--- config.mk ---
export PLATFORM = sky130hd
export DESIGN_NAME = reader_core
export DESIGN_NICKNAME = d
export VERILOG_FILES = /design/src/rtl/reader_core.sv
export SDC_FILE = /design/constraint.sdc
export NUM_CORES = 1
export LEC_CHECK = 0
export CAP_MARGIN = 0
export CORE_UTILIZATION = 45
export DETAILED_ROUTE_END_ITERATION = 7
export DONT_BUFFER_PORTS = 1
export PLACE_DENSITY = 0.66
export SYNTH_ARGS = -nofsm -noshare
export SYNTH_HDL_FRONTEND = slang
export SYNTH_SLANG_ARGS = --single-unit
--- constraint.sdc ---
create_clock -name clk -period 13.2 [get_ports clk]
set_clock_uncertainty 0.1 [all_clocks]
set_input_delay 1.98 -clock clk [delete_from_list [all_inputs] [get_ports clk]]
set_output_delay 1.98 -clock clk [all_outputs]
set_load 0.1 [all_outputs]
--- src/rtl/reader_core.sv ---
// reader_core: fetches 16-bit instruction words over a req/ack port.
// It decodes and executes each word on a NUM_REGS x DATA_W register file.
// Each instruction goes FETCH (request/ack) -> EXEC (one cycle) -> FETCH.
// HALT freezes the whole core until reset.
module reader_core #(
  parameter int DATA_W   = 16,
  parameter int NUM_REGS = 4,
  parameter int IP_W     = 8,
  parameter int RESET_IP = 0,
  parameter int CNT_W    = 16
) (
  input  logic                        clk,
  input  logic                        reset,
  input  logic                        run,
  output logic                        imem_req,
  output logic [IP_W-1:0]             imem_addr,
  input  logic                        imem_ack,
  input  logic [15:0]                 imem_data,
  output logic [IP_W-1:0]             iPointer,
  output logic [3:0]                  opCode,
  input  logic [$clog2(NUM_REGS)-1:0] dbg_sel,
  output logic [DATA_W-1:0]           dbg_data,
  output logic [CNT_W-1:0]            instr_cnt,
  output logic                        halted,
  output logic                        illegal
);

  localparam int REG_AW = $clog2(NUM_REGS);

  localparam logic [3:0] OP_NOP  = 4'h0;
  localparam logic [3:0] OP_LDI  = 4'h1;
  localparam logic [3:0] OP_MOV  = 4'h2;
  localparam logic [3:0] OP_ADD  = 4'h3;
  localparam logic [3:0] OP_SUB  = 4'h4;
  localparam logic [3:0] OP_JMP  = 4'h5;
  localparam logic [3:0] OP_JZ   = 4'h6;
  localparam logic [3:0] OP_DEC  = 4'h7;
  localparam logic [3:0] OP_HALT = 4'hF;

  typedef enum logic [1:0] {
    S_FETCH = 2'd0,
    S_EXEC  = 2'd1,
    S_HALT  = 2'd2
  } state_t;

  // Architectural and control state
  state_t              r_state;
  logic                r_req;
  logic [15:0]         r_ir;
  logic [3:0]          r_op;
  logic [IP_W-1:0]     r_ip;
  logic [CNT_W-1:0]    r_cnt;
  logic                r_halted;
  logic                r_illegal;
  logic [DATA_W-1:0]   r_regs [NUM_REGS];

  // Decode fields of the latched instruction word
  logic [3:0]               w_op;
  logic [REG_AW-1:0]        w_rd;
  logic [REG_AW-1:0]        w_rs;
  logic [7:0]               w_imm;
  logic signed [DATA_W-1:0] w_rd_val;
  logic signed [DATA_W-1:0] w_rs_val;

  // Execute results, consumed on the EXEC edge
  logic                     w_wr_en;
  logic signed [DATA_W-1:0] w_wr_val;
  logic [IP_W-1:0]          w_next_ip;
  logic                     w_undef;

  // Fields wider than the configured register/ip space are intentionally dropped
  logic                     w_unused_ir;

  // Retired-instruction counter sticks at all-ones instead of wrapping
  function automatic logic [CNT_W-1:0] sat_inc(input logic [CNT_W-1:0] v);
    if (&v) begin
      return v;
    end
    return v + CNT_W'(1);
  endfunction

  assign w_op        = r_ir[15:12];
  assign w_rd        = r_ir[8 +: REG_AW];
  assign w_rs        = r_ir[4 +: REG_AW];
  assign w_imm       = r_ir[7:0];
  assign w_rd_val    = $signed(r_regs[w_rd]);
  assign w_rs_val    = $signed(r_regs[w_rs]);
  assign w_unused_ir = ^r_ir;

  // Operation decode: result value, write enable and next ip for the EXEC edge
  always_comb begin
    w_wr_en   = 1'b0;
    w_wr_val  = w_rd_val;
    w_next_ip = r_ip + IP_W'(1);
    w_undef   = 1'b0;
    case (w_op)
      OP_NOP: begin
        w_wr_en = 1'b0;
      end
      OP_LDI: begin
        w_wr_en  = 1'b1;
        w_wr_val = $signed(DATA_W'(w_imm));
      end
      OP_MOV: begin
        w_wr_en  = 1'b1;
        w_wr_val = w_rs_val;
      end
      OP_ADD: begin
        w_wr_en  = 1'b1;
        w_wr_val = w_rd_val + w_rs_val;
      end
      OP_SUB: begin
        w_wr_en  = 1'b1;
        w_wr_val = w_rd_val - w_rs_val;
      end
      OP_JMP: begin
        w_next_ip = w_imm[IP_W-1:0];
      end
      OP_JZ: begin
        if (w_rd_val == '0) begin
          w_next_ip = w_imm[IP_W-1:0];
        end
      end
      OP_DEC: begin
        w_wr_en  = 1'b1;
        w_wr_val = w_rd_val - $signed(DATA_W'(1));
      end
      OP_HALT: begin
        w_next_ip = r_ip;
      end
      default: begin
        w_undef = 1'b1;
      end
    endcase
  end

  // Control FSM, fetch handshake, register file and status, all in one block
  always_ff @(posedge clk or posedge reset) begin
    if (reset) begin
      r_state   <= S_FETCH;
      r_req     <= 1'b0;
      r_ir      <= '0;
      r_op      <= '0;
      r_ip      <= IP_W'(RESET_IP);
      r_cnt     <= '0;
      r_halted  <= 1'b0;
      r_illegal <= 1'b0;
      for (int i = 0; i < NUM_REGS; i++) begin
        r_regs[i] <= '0;
      end
    end else begin
      case (r_state)
        S_FETCH: begin
          if (!r_req) begin
            // run only gates the start of a fetch; an ack here is stale
            if (run) begin
              r_req <= 1'b1;
            end
          end else if (imem_ack) begin
            r_ir    <= imem_data;
            r_op    <= imem_data[15:12];
            r_req   <= 1'b0;
            r_state <= S_EXEC;
          end
        end
        S_EXEC: begin
          if (w_wr_en) begin
            r_regs[w_rd] <= w_wr_val;
          end
          r_ip  <= w_next_ip;
          r_cnt <= sat_inc(r_cnt);
          if (w_undef) begin
            r_illegal <= 1'b1;
          end
          if (w_op == OP_HALT) begin
            r_halted <= 1'b1;
            r_state  <= S_HALT;
          end else begin
            r_state <= S_FETCH;
          end
        end
        S_HALT: begin
          r_state <= S_HALT;
        end
        default: begin
          r_state <= S_FETCH;
        end
      endcase
    end
  end

  assign imem_req  = r_req;
  assign imem_addr = r_ip;
  assign iPointer  = r_ip;
  assign opCode    = r_op;
  assign dbg_data  = r_regs[dbg_sel];
  assign instr_cnt = r_cnt;
  assign halted    = r_halted;
  assign illegal   = r_illegal;

endmodule

==> Word level (Yosys, flattened, before mapping) <==
Cells that the tools add are included.
{ "totals": {"ff_bits": 113, "inputBits": 22, "output_inout_bits": 55, "elab_cells": 79} }
{ "op_classes": {"n_addsub": 5, "order_cmp": 4, "eq_ne": 13, "muxes": 26, "bitwise": 5, "reduce_logical": 14} }
{ "ops": {"columns": ["operator", "count"], "rows": [
  ["two-way mux 16 bit", 8],
  ["binary-select mux 16 bit (select 2 bit)", 3],
  ["one-hot mux 16 bit (5 select lines)", 1],
  ["bitwise mux 64 bit", 1],
  ["demux 16 bit (select 2 bit)", 1],
  ["one-hot mux 8 bit (3 select lines)", 1],
  ["adder 16 x 1 -> 16 bit, second input constant", 1],
  ["adder 16 bit", 1],
  ["equality test 4 x 3 -> 1 bit, second input constant", 4],
  ["zero test 16 bit", 1],
  ["AND reduction 16 bit", 1],
  ["subtractor 16 bit", 1],
  ["subtractor 16 x 2 -> 16 bit, second input constant", 1],
  ["AND reduction 2 bit", 6],
  [">= comparator 3 bit, second input constant", 3],
  ["NOT 2 -> 3 bit", 3],
  ["OR reduction 9 bit", 1],
  ["adder 8 x 1 -> 8 bit, second input constant", 1],
  ["equality test 4 x 2 -> 1 bit, second input constant", 2],
  ["two-way mux 8 bit", 1],
  ["two-way mux 1 bit", 6],
  ["two-way mux 2 bit", 3],
  ["inequality test 2 bit, second input constant", 3],
  ["one-hot mux 2 bit (3 select lines)", 1],
  ["other kinds (11)", 12]
]} }

==> Longest topological paths before layout <==
Gate-level depths: netlist of run 1.
{ "depth": {"ltp_word": 7, "depth_mapped": 18, "ltp_nobuf": 16} }

==> Worst setup path after synthesis of run 1 <==
OpenSTA, ideal clock, no wires.
{ "synth_path": {"path_kind": "input to output", "start": "input port dbg_sel[0]", "end": "output port dbg_data[10]", "arrival_ns": 3.750, "required_ns": 11.120, "path_slack_ns": 7.370, "stages": 3, "cell_sequence": "clkbuf_1 > buf_1 > mux4_2"} }
{ "synth_via": {"elab_chain_cells": 4} }
{ "synth_rtl": {"columns": ["item", "line", "text"], "rows": [
  ["start, declared", "21", "input logic [$clog2(NUM_REGS)-1:0] dbg_sel,"],
  ["NOT 2 -> 3 bit (not written as such)", "196", "assign dbg_data = r_regs[dbg_sel];"],
  ["binary-select mux 16 bit (select 2 bit)", "196", null],
  ["two-way mux 16 bit (not written as such) (2 in series)", "196", null],
  ["end, declared", "22", "output logic [DATA_W-1:0] dbg_data,"]
]} }
Every way passes these cells. The select of a mux whose other input is x is not followed.

==> Worst setup path in the final report of run 1 <==
{ "layout_path": {"start": "register r_ir[5]", "end": "register r_regs[45] (netlist bit)"} }
{ "layout_via": {"elab_chain_cells": 7} }
{ "layout_rtl": {"columns": ["item", "line", "text"], "rows": [
  ["start, declared", "49", "logic [15:0] r_ir;"],
  ["start signal, assigned", "160", "r_ir <= imem_data;"],
  ["NOT 2 -> 3 bit (not written as such) *", "87", "assign w_rs_val = $signed(r_regs[w_rs]);"],
  ["binary-select mux 16 bit (select 2 bit) *", "87", null],
  ["two-way mux 16 bit (not written as such) * (2 in series)", "87", null],
  ["subtractor 16 bit / adder 16 bit (equally long branches)", "114, 110", null],
  ["one-hot mux 16 bit (5 select lines) *", "96", "case (w_op)"],
  ["bitwise mux 64 bit *", "168", "r_regs[w_rd] <= w_wr_val;"],
  ["end signal, assigned by index", "168", null],
  ["end, declared", "55", "logic [DATA_W-1:0] r_regs [NUM_REGS];"]
]} }
Every way passes the cells marked *; elsewhere a longest branch is shown, timed or not. The select of a mux whose other input is x is not followed.
A chain may end at the register's enable or synchronous reset.

==> results of run 1 <==
-- state kept, by name (all words and copies together), names as in the netlist --
signal / flops
r_regs: 64
instr_cnt: 16
r_ir: 14
iPointer: 8
r_state: 2
halted: 1
illegal: 1
imem_req: 1
-- final cells by class --
class	count	area, um2	area share [%]
timing repair buffer	12	90.09	1.206
clock buffer	9	225.2	3.015
multi-input combinational	524	4056	54.30
tap	211	264.0	3.534
clock inverter	7	88.84	1.189
sequential	107	2688	35.97
inverter	15	58.81	0.7871
-- through the flow --
stage | hold slack (ns) | cell area, um2 | utilization, % | setup slack, ns
2_1_floorplan | 0.3771 | 7046 | - | 7.370
3_3_place_gp | 0.3924 | 7157 | 46.90 | 8.296
3_5_place_dp | 0.4118 | 7157 | 46.90 | 8.188
4_1_cts | 0.4297 | 7471 | 48.96 | 8.180
5_1_grt | 0.4516 | 7471 | 48.96 | 7.767
6_report | 0.4291 | 7471 | 48.96 | 7.995
-- final timing paths --
path                             from            end  slack (ns)
max in group asynchronous       reset    iPointer[0]       10.29
max reg2reg                   r_ir[5]     r_regs[45]        8.00
max                           r_ir[5]     r_regs[45]        8.00
min                        r_regs[18]     r_regs[18]        0.43
min in group asynchronous       reset  instr_cnt[11]        1.37
min reg2reg                r_regs[18]     r_regs[18]        0.43
-- cell usage after synthesis, drive strengths merged (3+ instances only) --
master	n	area, um2
a222oi	7	70.07
xnor2	12	105.1
and4	3	26.28
o21ai	92	464.2
nand4	8	50.05
clkbuf	27	102.6
o21a	13	97.59
nand2	103	386.6
a211oi	3	22.52
inv	15	56.30
o211ai	7	52.55
nand2b	7	43.79
ha	19	237.7
o41ai	3	26.28
a22oi	5	37.54
dfrtp	107	2678
xor2	14	122.6
buf	23	152.6
mux2i	11	110.1
nor2	28	105.1
nand3	20	100.1
a21oi	26	130.1
mux4	48	1081
mux2	13	146.4
a221oi	3	26.28
nor4	10	83.83
a21o	8	60.06
a21boi	8	60.05
nor2b	7	43.79
o2111ai	3	26.28
nor3	13	76.33
and3	5	31.28
-- layer usage --
layer  vias up  share of wire (%)  wire length, um
met5         -                  0                0
met4         0                2.7              483
met3        29                7.3             1312
met2       193                 47             8350
met1      2743                 43             7769
li1       2551                  -                -
-- worst max-delay path: cells and delay by family, from the launching register on --
family | cells | cell delay (ns)
compound gates | 8 | 2.24
xor+xnor | 1 | 0.16
fa+ha+maj | 2 | 0.53
buf+inv | 1 | 0.10
flops | 1 | 1.02
mux | 1 | 0.53
simple gates | 3 | 0.36
-- kinds of logic after synthesis --
family | count (synthesis) | share of synthesized area [%]
fa+ha+maj | 20 | 3.658
xor+xnor | 26 | 3.232
compound gates | 191 | 16.94
buf+inv | 65 | 4.422
flops | 107 | 38.00
mux | 72 | 18.98
simple gates | 215 | 14.76
==> summary.txt, run 1 <==
Global route
  • Met1 Resource Use GR: 32.22%
  • Met3 usage: under 10%
  • Vias in the first global route: 5,461
  • Global-route wire length before repair: a little under 30,000 um
  • M2 GR Usage: a little over a third
  • Most used routing layer: met2
  • Initial antenna violation count: 0
  • Grt total ovfl: 0
  • Total GRT Usage: 23.42%
  • Largest net degree at the start of global routing: 78

Synth
  • Netlist cell types: slightly above 60
  • Synth async-reset ratio: 100.0%
  • Mean post-synth cell area: slightly above 10 um2
  • Post-synth EDFFs: 0
  • Ys flop type: dfrtp_1
  • #FFs+latches synth: 107
  • Syn nets: between 700 and 800
  • YS warnings: 0
  • Mapped Cells: slightly below 700
  • Post-synthesis sequential area ratio: about two fifths
  • Cell area after synthesis: between 7000 and 8000 um2

Worst setup path
  • Cells on worst reg2reg path: 16
  • Worst Setup End Kind: flop
  • WS Path Type: reg -> reg
  • Cell Chain, Critical Path: mux4_2 > inv_1 > ha_1 > nand2b_1 > o41ai_1 > nand3_1 > o21a_1 > ha_1 > a21oi_1 > a21boi_0 > o31a_1 > o2111ai_1 > nand2_1 > xor2_1 > a222oi_1 > o21ai_0
  • Crit path top cell by count: ha_1
  • CP Launch Type: flop
  • Slowest-stage cell, CP: dfrtp_1
  • Critical path arrival: roughly 5.3 ns
  • Crit path largest cell delay: 1.02 ns
  • CP max FO: 19
  • Worst EP required: 13.31 ns

Layout
  • Area grow syn2layout: 6.038%
  • Post-route insts no fill: roughly 900
  • Commonest non-fill, non-tap cell in the layout: nand2_1
  • Nets: a little over 700
  • Ant diodes: 0
  • Fill cell count: ~1,400
  • Most frequent cells in the layout: nand2_1 (103), dfrtp_1 (99), o21ai_0 (59)
  • Layout cells sized above 1: about 16%

STA
  • Setup TNS Final: 0 ns
  • RSZ-0062 raised after global routing: false
  • Final Critical Period: ~5.2 ns
  • Tightest Pin Transition: 1.186 ns
  • Max Clk Rate: between 0.15 and 0.2 GHz
  • Final hold viol count: 0
  • Fin crit share: slightly below 40%
  • Final Max Tran Viols: 0
  • Relative slew margins: roughly a fifth
  • Final Setup Violations: 0

Floorplanning
  • Die H: approximately 130 um
  • Die footprint: approximately 16,000 um2
  • # rows: 45
  • Placeable Area: 15,260 um2
  • Top-Level Pins: 77
  • Die Wd: ~130 um
  • Initial core utilization: 46.17%

Outcome
  • Status: complete, no violations

Clocking
  • Clock sink count: around 110
  • Clock Root Buffer: clkbuf_16
  • CTS Buffer Depth: 2
  • Post-CTS setup buffer count: 0
  • CTS tree: done
  • Post-cts gate resize count: 0
  • TritonCTS buffer count: 9
  • CTS H-tree depth: 3
  • Clock latency on the worst-skew pair: between 0.3 and 0.4 ns
  • Post-CTS Hold Buffers: 0
  • Clk slew on worst S/H paths: 0.09 ns

Run
  • Max-cap viol count: 0

Placement
  • RePlAce Congestion: about 0.88
  • Dpl cells: about 870
  • # port buffers: 0
  • DP HPWL: 12,940 um

Drt
  • Antenna viol nets, final: 0
  • Vias per cell: between 6 and 7
  • Routed length per instance: 20.25 um
  • Final wirelength: roughly 18,000 um
  • Vias: roughly 5,500
  • DRC: 0
  • Initial DRT Pass Iterations: 5
  • Initial drt markers: 525

Hold path
  • Hold Crit Class: reg -> reg
  • Worst Hold Depth: 2
Power of run 1 is left out: the tool's default activity adds up to more than one toggle a clock period on the data nets, which glitch-free logic cannot reach.
==> run 2, diff against run 1 <==
==> constraint.sdc (replaced) <==
create_clock -name clk -period 5.3 [get_ports clk]
set_clock_uncertainty 0.1 [all_clocks]
set_input_delay 0.795 -clock clk [delete_from_list [all_inputs] [get_ports clk]]
set_output_delay 0.795 -clock clk [all_outputs]
set_load 0.1 [all_outputs]
==> summary.txt, run 2 (same netlist as run 1, synthesis figures left out) <==
Placement
  • # port buffers: 0 (unchanged)
  • Dpl cells: 877 (+0.92%)
  • DP HPWL: 13,450 um (+4.0%)
  • RePlAce Congestion: 0.9009 (+2.8%)

Global route
  • Initial antenna violation count: 0 (unchanged)
  • Vias in the first global route: 5,561 (+1.8%)
  • Grt total ovfl: 0 (unchanged)
  • Largest net degree at the start of global routing: 57 (-27%)
  • Total GRT Usage: 24.83% (+1.4 points)
  • Global-route wire length before repair: 30,790 um (+5.7%)

Drt
  • Met1 WL: 8013 um (+3.1%)
  • Routed length on met2: 9046 um (+8.3%)
  • DRC: 0 (unchanged)
  • Initial DRT Pass Iterations: 5 (unchanged)
  • Met3 wire len: 1415 um (+7.9%)
  • Vias: 5,624 (+2.0%)
  • Top sig layer: met4
  • Final wirelength: 19,010 um (+6.1%)
  • Routed length per instance: 21.29 um (+5.1%)
  • Antenna viol nets, final: 0 (unchanged)
  • Vias per cell: 6.298 (+1.0%)
  • Initial drt markers: 433 (-18%)

Worst setup path
  • Critical path arrival: 5.12 ns (-0.19 ns)
  • CP max FO: 8 (-11)
  • R2R setup slack: 0.36 ns (-7.63 ns)
  • Reg-to-Reg Start: r_ir[4]
  • FF-to-FF End: r_regs[46]
  • CP Launch Type: flop
  • WS Path Type: reg -> reg
  • Worst Setup End Kind: flop
  • Worst EP required: 5.49 ns (-7.82 ns)
  • Cells on worst reg2reg path: 16 (unchanged)

Layout
  • Final Util: 49.34% (+0.38 points)
  • Commonest non-fill, non-tap cell in the layout: nand2_1
  • Most frequent cells in the layout: nand2_1 (103), dfrtp_1 (99), o21ai_0 (59)
  • Area grow syn2layout: 6.855%
  • Fill cell count: 1,369 (-1.7%)
  • Nets: 719 (+1.1%)
  • Ant diodes: 0 (unchanged)
  • Top reg by flops: r_regs
  • Layout cells sized above 1: 16.86% (+0.99 points)
  • Post-route insts no fill: 893 (+0.90%)
  • Max reg flops: 64 (unchanged)

Clocking
  • Clock Root Buffer: clkbuf_16
  • TritonCTS buffer count: 9 (unchanged)
  • CTS tree: done
  • Post-cts gate resize count: 0 (unchanged)
  • Clock sink count: 107 (unchanged)
  • Clock latency on the worst-skew pair: 0.37 ns (about the same)
  • CTS Buffer Depth: 2 (unchanged)
  • CTS H-tree depth: 3 (unchanged)
  • Post-CTS setup buffer count: 0 (unchanged)
  • Clk slew on worst S/H paths: 0.09 ns (about the same)
  • Post-CTS Hold Buffers: 0 (unchanged)

STA
  • Tightest Pin Transition: 1.106 ns (-0.08024 ns)
  • Max Clk Rate: 0.2025 GHz (+5.4%)
  • Fin crit share: 93.17% (+54 points)
  • Min Hold Slack: 0.2959 ns (-0.1331 ns)
  • Final Setup Violations: 0 (unchanged)
  • Final Max Tran Viols: 0 (unchanged)
  • Relative slew margins: 26.26% (+5.3 points)
  • Final hold viol count: 0 (unchanged)
  • RSZ-0062 raised after global routing: false
  • Setup TNS Final: 0 ns (unchanged)
  • Final Critical Period: 4.938 ns (-0.2670 ns)

Floorplanning
  • Die footprint: 16,160 um2 (unchanged)
  • Die Wd: 127.1 um (unchanged)
  • # rows: 45 (unchanged)
  • Initial core utilization: 46.17% (unchanged)
  • Die H: 127.1 um (unchanged)
  • Placeable Area: 15,260 um2 (unchanged)
  • Top-Level Pins: 77 (unchanged)

Outcome
  • Status: complete, no violations

Hold path
  • Hold Crit Class: in -> async

Run
  • Max-cap viol count: 0 (unchanged)
[run 2: cell types whose count changed in the layout (fill, tap and decap cells not counted), sizes merged]
cell / change
buf: +8
[run 2: critical path: stages, from the launching register on]
cell and delay, ns:
dfrtp_1 0.63, mux4_2 0.64, inv_1 0.11, ha_1 0.19, nand2b_1 0.11, o41ai_1 0.35, nand3_1 0.12, o21a_1 0.14
ha_1 0.34, a21o_1 0.21, or3_1 0.33, o2111ai_1 0.25, a21boi_0 0.21, o41ai_1 0.55, mux2i_1 0.27, nand2_1 0.13
o21ai_1 0.16
[run 2: layer usage]
| metal | GRT usage, % | up-vias |
|---|---|---|
| met1 | 33.55 | 2772 |
| met4 | 10.29 | 0 |
| li1 | - | 2563 |
| met5 | 0 | - |
| met3 | 4.523 | 44 |
| met2 | 39.66 | 245 |
[run 2: through the flow]
stage	area, um2	setup slack [ns]
floorplan	7046	1.074
CTS	7528	0.4373
detailed placement	7217	0.5028
finish	7528	0.3621
global route	7528	0.03372
global placement	7217	0.6455
[run 2: worst max-delay path by stage]
stage	startpoint	end	slack, ns	cells after the start
2_1_floorplan	r_ir[4]	r_regs[28]	1.07	18
3_3_place_gp	r_ir[4]	r_regs[30]	0.65	16
3_5_place_dp	r_ir[4]	r_regs[46]	0.50	16
4_1_cts	r_ir[4]	r_regs[46]	0.44	16
5_1_grt	r_ir[4]	r_regs[46]	0.03	16
6_report	r_ir[4]	r_regs[46]	0.36	16
[run 2: layout make-up]
cell class,count,area [um2],share of cell area [%]
sequential,107,2688,35.70
timing repair buffer,20,150.1,1.994
clock buffer,9,225.2,2.992
tap,211,264.0,3.507
inverter,15,58.81,0.7811
multi-input combinational,524,4056,53.88
clock inverter,7,86.33,1.147
Power of run 2 is left out for the same reason.
